--- src/rtl/mb_drive_arb.sv ---
// rtl/mb_drive_arb.sv - Massbus drive arbiter: round-robin grant, burst limit, no-ack timeout, attention summary
//
// Arbitrates per-drive transfer requests onto the single RH11 devREQO/devACKI
// handshake. A grant lasts at most BURST words; each word is a REQ cycle (or
// several, while waiting for devACKI) followed by one GAP cycle that gives the
// drive a chance to update drvREQ. A REQ that waits TIMEOUT cycles without an
// acknowledge is abandoned and reported on tmoERR/tmoUNIT.
//
// Ports:
//   clk, rst          clock, synchronous active-high reset
//   drvREQ/drvACK     per-drive request in, per-drive one-cycle acknowledge out
//   drvDATAO          per-drive 36-bit data, drive i at [36*i +: 36]
//   drvATA            per-drive attention set pulses
//   devREQO/devACKI   handshake to/from the RH11
//   devDATAO          data of the granted drive while requesting, else 0
//   grantVALID/UNIT   current grant holder
//   mbWRREG16/mbDATA  write-one-to-clear access to the attention summary
//   rhAS/intrATA      attention summary and its OR
//   tmoERR/tmoUNIT    timeout pulse and the drive that last timed out
module mb_drive_arb #(
    parameter int NDRV    = 8,
    parameter int BURST   = 4,
    parameter int TIMEOUT = 1024
) (
    input  logic                 clk,
    input  logic                 rst,
    input  logic [NDRV-1:0]      drvREQ,
    output logic [NDRV-1:0]      drvACK,
    input  logic [36*NDRV-1:0]   drvDATAO,
    input  logic [NDRV-1:0]      drvATA,
    output logic                 devREQO,
    input  logic                 devACKI,
    output logic [35:0]          devDATAO,
    output logic                 grantVALID,
    output logic [3:0]           grantUNIT,
    input  logic                 mbWRREG16,
    input  logic [15:0]          mbDATA,
    output logic [15:0]          rhAS,
    output logic                 intrATA,
    output logic                 tmoERR,
    output logic [3:0]           tmoUNIT
);

    typedef enum logic [1:0] {S_IDLE, S_REQ, S_GAP} state_t;

    state_t      state_q, state_d;
    logic [3:0]  last_q, last_d;
    logic [3:0]  unit_q, unit_d;
    logic [3:0]  tmo_unit_q, tmo_unit_d;
    logic        gv_q, gv_d;
    logic [7:0]  words_q, words_d;
    logic [15:0] tmo_cnt_q, tmo_cnt_d;
    logic [15:0] as_q, as_d;

    // Drive-indexed vectors widened to 16 so a 4-bit unit number indexes them.
    logic [15:0] req_ext;
    logic [15:0] ata_ext;
    logic [15:0] as_mask;
    logic [3:0]  pick;
    logic        pick_ok;
    logic [4:0]  idx;
    logic        in_req;
    logic        tmo_hit;

    always_comb begin
        req_ext = '0;
        ata_ext = '0;
        as_mask = '0;
        req_ext[NDRV-1:0] = drvREQ;
        ata_ext[NDRV-1:0] = drvATA;
        as_mask[NDRV-1:0] = '1;
    end

    // Round-robin: scan from the drive after last, wrapping modulo NDRV.
    always_comb begin
        pick    = last_q;
        pick_ok = 1'b0;
        idx     = '0;
        for (int k = 1; k <= NDRV; k++) begin
            idx = {1'b0, last_q} + 5'(k);
            if (idx >= 5'(NDRV)) begin
                idx = idx - 5'(NDRV);
            end
            if (!pick_ok && req_ext[idx[3:0]]) begin
                pick_ok = 1'b1;
                pick    = idx[3:0];
            end
        end
    end

    // A cycle with rst asserted never shows a handshake, so an acknowledge or
    // timeout racing a reset is dropped rather than half-reported.
    assign in_req  = (state_q == S_REQ) && !rst;
    assign tmo_hit = (tmo_cnt_q == 16'(TIMEOUT - 1));

    always_comb begin
        state_d    = state_q;
        last_d     = last_q;
        unit_d     = unit_q;
        tmo_unit_d = tmo_unit_q;
        gv_d       = gv_q;
        words_d    = words_q;
        tmo_cnt_d  = tmo_cnt_q;
        // Set wins over a simultaneous clear.
        as_d = (ata_ext | (as_q & ~(mbWRREG16 ? mbDATA : 16'h0000))) & as_mask;
        case (state_q)
            S_IDLE: begin
                if (pick_ok) begin
                    unit_d    = pick;
                    last_d    = pick;
                    gv_d      = 1'b1;
                    words_d   = '0;
                    tmo_cnt_d = '0;
                    state_d   = S_REQ;
                end
            end
            S_REQ: begin
                if (devACKI) begin
                    words_d = words_q + 8'd1;
                    state_d = S_GAP;
                end else if (tmo_hit) begin
                    tmo_unit_d = unit_q;
                    gv_d       = 1'b0;
                    state_d    = S_IDLE;
                end else begin
                    tmo_cnt_d = tmo_cnt_q + 16'd1;
                end
            end
            S_GAP: begin
                if (req_ext[unit_q] && (words_q < 8'(BURST))) begin
                    tmo_cnt_d = '0;
                    state_d   = S_REQ;
                end else begin
                    gv_d    = 1'b0;
                    state_d = S_IDLE;
                end
            end
            default: begin
                gv_d    = 1'b0;
                state_d = S_IDLE;
            end
        endcase
    end

    always_ff @(posedge clk) begin
        if (rst) begin
            state_q    <= S_IDLE;
            last_q     <= 4'(NDRV - 1);
            unit_q     <= '0;
            tmo_unit_q <= '0;
            gv_q       <= 1'b0;
            words_q    <= '0;
            tmo_cnt_q  <= '0;
            as_q       <= '0;
        end else begin
            state_q    <= state_d;
            last_q     <= last_d;
            unit_q     <= unit_d;
            tmo_unit_q <= tmo_unit_d;
            gv_q       <= gv_d;
            words_q    <= words_d;
            tmo_cnt_q  <= tmo_cnt_d;
            as_q       <= as_d;
        end
    end

    always_comb begin
        drvACK   = '0;
        devDATAO = '0;
        for (int i = 0; i < NDRV; i++) begin
            if (in_req && (unit_q == 4'(i))) begin
                drvACK[i] = devACKI;
                devDATAO  = drvDATAO[36*i +: 36];
            end
        end
    end

    assign devREQO    = in_req;
    assign tmoERR     = in_req && !devACKI && tmo_hit;
    assign grantVALID = gv_q;
    assign grantUNIT  = unit_q;
    assign tmoUNIT    = tmo_unit_q;
    assign rhAS       = as_q;
    assign intrATA    = |as_q;

endmodule

--- config.mk ---
export PLATFORM = sky130hd
export DESIGN_NAME = mb_drive_arb
export DESIGN_NICKNAME = d
export VERILOG_FILES = /design/src/rtl/mb_drive_arb.sv
export SDC_FILE = /design/constraint.sdc
export NUM_CORES = 1
export LEC_CHECK = 0
export BUFFER_PORTS_ARGS = -buffer_cell sky130_fd_sc_hd__buf_2
export CORE_AREA = 2 2 152 154
export CTS_CLUSTER_SIZE = 16
export DETAILED_ROUTE_END_ITERATION = 8
export DIE_AREA = 0 0 154 156
export PLACE_DENSITY = 0.49
export SLEW_MARGIN = 25
export SYNTH_ARGS = -nofsm -noshare
export SYNTH_HDL_FRONTEND = slang
export SYNTH_SLANG_ARGS = --single-unit
--- constraint.sdc ---
create_clock -name clk -period 5.09 [get_ports clk]
set_input_delay 0 -clock clk [delete_from_list [all_inputs] [get_ports clk]]
set_output_delay 0 -clock clk [all_outputs]
set_load 0.01 [all_outputs]
### Word level (Yosys, flattened, before mapping)

Index checks and enable logic that the tools add are counted.

| storage, ports and cells | value |
|---|---|
| bits in registers | 47 |
| bits of input ports | 324 |
| output and inout port bits | 72 |

| operators by class | value |
|---|---|
| $add $sub $neg | 18 |
| $lt $le $gt $ge | 18 |
| equal/unequal tests | 18 |
| mux-type cells | 77 |
| bitwise operators | 4 |
| reduce and logical (&&, ||, !) cells | 39 |

Operators with widths:

| kind | count |
|---|---|
| 36-bit two-way mux | 8 |
| 16-bit two-way mux | 4 |
| 4-bit two-way mux | 16 |
| 16-bit one-hot mux with 3 select lines | 1 |
| 4-bit by 5-bit < comparator with 1-bit output, second input constant | 9 |
| 5-bit by 4-bit greater-or-equal comparator with 1-bit output, second input constant | 8 |
| 1-bit binary-select mux with 4-bit select | 9 |
| 4-bit subtractor, second input constant | 8 |
| 1-bit two-way mux | 30 |
| 8-bit two-way mux | 3 |
| 4-bit by 3-bit adder with 5-bit output, second input constant | 4 |
| 1-bit logical AND | 19 |
| 16-bit by 1-bit adder with 16-bit output, second input constant | 1 |
| 16-bit by 10-bit == test with 1-bit output, second input constant | 1 |
| 4-bit by 3-bit == test with 1-bit output, second input constant | 4 |
| 8-bit one-hot mux with 2 select lines | 1 |
| 16-bit OR reduction | 1 |
| 2-bit inequality test, second input constant | 7 |
| 4-bit by 2-bit adder with 5-bit output, second input constant | 2 |
| 1-bit logical NOT | 9 |
| 8-bit by 1-bit adder with 8-bit output, second input constant | 1 |
| 8-bit AND | 1 |
| 4-bit by 2-bit == test with 1-bit output, second input constant | 2 |
| 8-bit by 3-bit < comparator with 1-bit output, second input constant | 1 |
| 20 further kinds | 24 |

### Depth between registers and ports, before layout

| depth | value |
|---|---|
| depth after elaboration | 29 |
| mapped depth | 14 |
| mapped depth without buffers | 9 |

### Worst setup path after synthesis

No wires, ideal clock.

| path | value |
|---|---|
| path kind | reg-to-reg |
| start | register last_q[1] |
| end | register unit_q[0], in the netlist grantUNIT[0] |
| setup time | 0.127 ns |
| arrival time | 3.336 ns |
| data required time | 4.963 ns |
| slack | 1.627 ns |
| stages on the path, launching flop included | 13 |
| buffers on the path | 3 |
| period minus slack after synthesis | 3.463 ns |
| cells stage by stage | dfxtp_1 -> clkbuf_1 -> inv_1 -> ha_1 -> buf_6 -> mux4_2 -> mux2_2 -> a211oi_4 -> nand4bb_1 -> buf_2 -> or2_1 -> o2111a_1 -> or3_1 |

| on the way | value |
|---|---|
| cells in the longest elaborated chain, start to end | 28 |

Ends and longest elaborated chain:

| what | line | source |
|---|---|---|
| start: declaration | 47 | `logic [3:0] last_q, last_d;` |
| start signal: assignment | 148 | `last_q <= 4'(NDRV - 1);` |
| start signal: assignment | 157 | `last_q <= last_d;` |
| 4-bit by 1-bit adder with 5-bit output | 80 | `idx = {1'b0, last_q} + 5'(k);` |
| 4-bit subtractor or 5-bit by 4-bit greater-or-equal comparator with 1-bit output (tied branches) | 82, 81 |  |
| 4-bit two-way mux | 81 | `if (idx >= 5'(NDRV)) begin` |
| 1-bit binary-select mux with 4-bit select | 84 | `if (!pick_ok && req_ext[idx[3:0]]) begin` |
| 1-bit two-way mux (implied by the code) | 84 |  |
| 1-bit two-way mux | 84 |  |
| 1-bit logical NOT | 84 |  |
| 1-bit logical AND | 84 |  |
| [12 not listed] | - |  |
| 1-bit two-way mux | 84 |  |
| 1-bit logical NOT | 84 |  |
| 1-bit logical AND | 84 |  |
| 1-bit two-way mux | 84 |  |
| 1-bit logical NOT | 84 |  |
| 1-bit logical AND | 84 |  |
| 1-bit two-way mux | 84 |  |
| 2-bit AND reduction (no line) | - |  |
| end signal: assignment | 158 | `unit_q <= unit_d;` |
| end: declaration | 48 | `logic [3:0] unit_q, unit_d;` |

Several ways; a longest one is shown, not always the timed one. The select of a mux whose other input is x is not followed.
A chain may end at the register's enable or synchronous reset.

### Worst setup path after layout

| path | value |
|---|---|
| start | register last_q[0] |
| end | register unit_q[0], in the netlist grantUNIT[0] |

Same word-level chain as after synthesis.

==> run summary <==
Synth Area in XOR/XNOR: 0.01311
Leakage: 3.430 nW
Crit path time final: 3758 ps
Commonest cells after routing, fill and taps aside: buf_2 (379), nand2_1 (77), a21oi_1 (50)
Detailed Route WL: 26.68 mm
Top_reg_cell synth: dfxtp_1
Crit-path max FO: 17
Via count: 6910
Relative slew slack: 0.3632
Site row count: 55
Asr flop ratio synth: 0
Htree depth: 2
Largest family of logic cells by synthesized area: compound AO/OA/AOI/OAI gates
I/O pin count: 396
Number of synthesized register bits: 46
Final setup viols: 0
Max VDD drop: 0.0001186 V
DRC viols: 0
Seq/Total Area, Yosys: 0.1724
Hpwl dp: 21.61 mm
Launch point of the critical path: last_q[0]
Slew @ Worst Pin: 947.4 ps
Antenna-violating nets left: 0
Power per cell area: 308.2 nW/µm²
Fillcell total: 2450
Final net count: 1360
Synth Area in Compound Gates: 0.2946
Vias in the first global route: 6758
Final slew viol count: 0
CTS root buffer: clkbuf_16
Antenna violations before repair: 7
Drt wl/cell: 20.31 µm
Adder-cell share of the synthesized area: 0.03044
Clock buffer depth: 2
Worst R2R Start: last_q[0]
Number of enable flip-flop cells after synthesis: 0
Worst setup margin: 1332 ps
First drt pass iteration count: 5
Final Hold Viols: 0
Total Power: 2.365 mW
Die Wd: 154 µm
Num CTS Buffers: 5
Die Span Y: 156 µm
Cell Area, Synth: 5343 µm²
Synth Area in Simple Gates: 0.2316
Layout Cells excl Fill: 1314
Total gr overflow: 0
Fmax: 0.2661 GHz
Layout cells sized above 1: 0.4355
Final period utilization: 0.7383
Vias per cell: 5.259
Final core utilization: 0.3432
Post-place setup slack: 1343 ps
Initial Util: 0.2389
FF-to-FF setup slack: 1330 ps
Skew-Pair Late Insertion Delay: 290 ps
Clock-pin slew on the worst setup and hold paths: 70 ps
Status: finished clean
RSZ-0062 raised after global routing: false
IO buf count: 379
Cells after Synth: 672
First-pass GRT wire length: 39.62 mm
Critical Path RT: 5260 ps
Sum Neg Setup Slack: 0 ps
Crit. End Element: flip-flop
Post-synthesis mux area share: 0.1892
Area grow syn2layout: 43.65%
Placed cell count: 1293
Number of max-cap violations: 0
Worst Min Path Start: mbDATA[1]
DRT iter0 DRCs: 590
Post-CTS Setup Bufs: 0
Post-CTS Resized: 0
Post-synth cell types: 74
Most common cell after layout, fill and taps aside: buf_2
WP data arrival: 3930 ps
Die footprint: 24020 µm²
CTS Sinks: 46
Post-synthesis average cell area: 7.950 µm²
Largest net degree at the start of global routing: 52
WS Path Type: reg2reg
Clock Skews: 9.833 ps
Hold buffers post-CTS: 8
GRT Total Usage: 0.2102
Startpoint Class: flip-flop
Worst hold path class: in2reg
RePlAce Congestion: 0.9627
Core ar.: 22370 µm²
CTS tree: yes
Syn. warnings: 0
[state kept, by name (all words and copies together), names as in the netlist]
register,flops
rhAS,8
grantVALID,1
grantUNIT,3
words_q,8
last_q,4
tmoUNIT,4
tmo_cnt_q,16
state_q,2
[through the flow]
stage               area [µm²]  hold WS (ps)
floorplan                 5369         117.4
global placement          7441         208.9
detailed placement        7441         217.8
CTS                       7661         14.78
global route              7672         31.77
finish                    7675         16.36
[power by group]
part	switching [mW]	internal [mW]	leakage [nW]
sequential	0.0666	0.390	0.377
combinational	0.903	0.689	2.99
clock	0.135	0.183	0.0642
[per-layer routing]
layer  track usage  share of wire  up-vias
met5             0        0.00094        -
met4       0.05785          0.024        4
met3       0.04889          0.081       32
met2        0.3472           0.48      252
met1        0.2748           0.42     3269
li1              -              -     3353
[final cells by class]
class | instances | area (µm²) | share of cell area
repair buffers | 400 | 2074 | 0.2703
clock buffers | 7 | 132.6 | 0.01728
multi-input cells | 555 | 4109 | 0.5354
flip-flops and latches | 46 | 925.9 | 0.1206
diodes | 5 | 12.51 | 0.001630
well taps | 285 | 356.6 | 0.04646
clock inverters | 1 | 7.507 | 0.0009782
inverters | 15 | 56.30 | 0.007336
[cell families (layout without fill, tap and decap cells)]
group                      after synthesis  count (layout)
DFF                                     46              46
and+or+nand+nor                        241             241
muxes                                   73              73
xor gates and xnor gates                 8               8
adders and majority gates               13              13
AOI/OAI and AO/OA                      212             212
other                                    1              13
buffers and inverters                   78             423
[critical path, cell delays in order (launching register included)]
cell,delay (ps)
dfxtp_1,310
buf_4,240
inv_1,100
ha_1,480
mux4_2,590
mux2_2,310
a211oi_4,320
nand4bb_1,420
or2_1,390
o2111a_1,130
or3_1,350
[Yosys cell counts, drive strengths merged, types with 9 or more instances]
| cell | count | area [µm²] |
|---|---|---|
| mux2 | 12 | 135.1 |
| nor4 | 9 | 62.56 |
| ha | 13 | 162.7 |
| dfxtp | 46 | 920.9 |
| mux2i | 41 | 410.4 |
| a221oi | 13 | 113.9 |
| clkbuf | 36 | 135.1 |
| a22oi | 16 | 120.1 |
| a222oi | 28 | 280.3 |
| or4 | 11 | 86.33 |
| mux4 | 20 | 465.5 |
| a32oi | 15 | 131.4 |
| inv | 15 | 56.30 |
| nor2 | 48 | 180.2 |
| buf | 27 | 171.4 |
| o21ai | 23 | 118.9 |
| o31ai | 11 | 82.58 |
| a21oi | 50 | 250.2 |
| and2 | 10 | 62.56 |
| nand3 | 17 | 85.08 |
| nand2 | 77 | 289.0 |
| nor3 | 17 | 95.09 |
[path summary, 6_finish.rpt]
check | end | cells past startpoint
max | grantUNIT[0] | 10
min | rhAS[1] | 4
max reg2reg | grantUNIT[0] | 10
min reg2reg | grantVALID | 2
(Power assumes the default switching activity.)
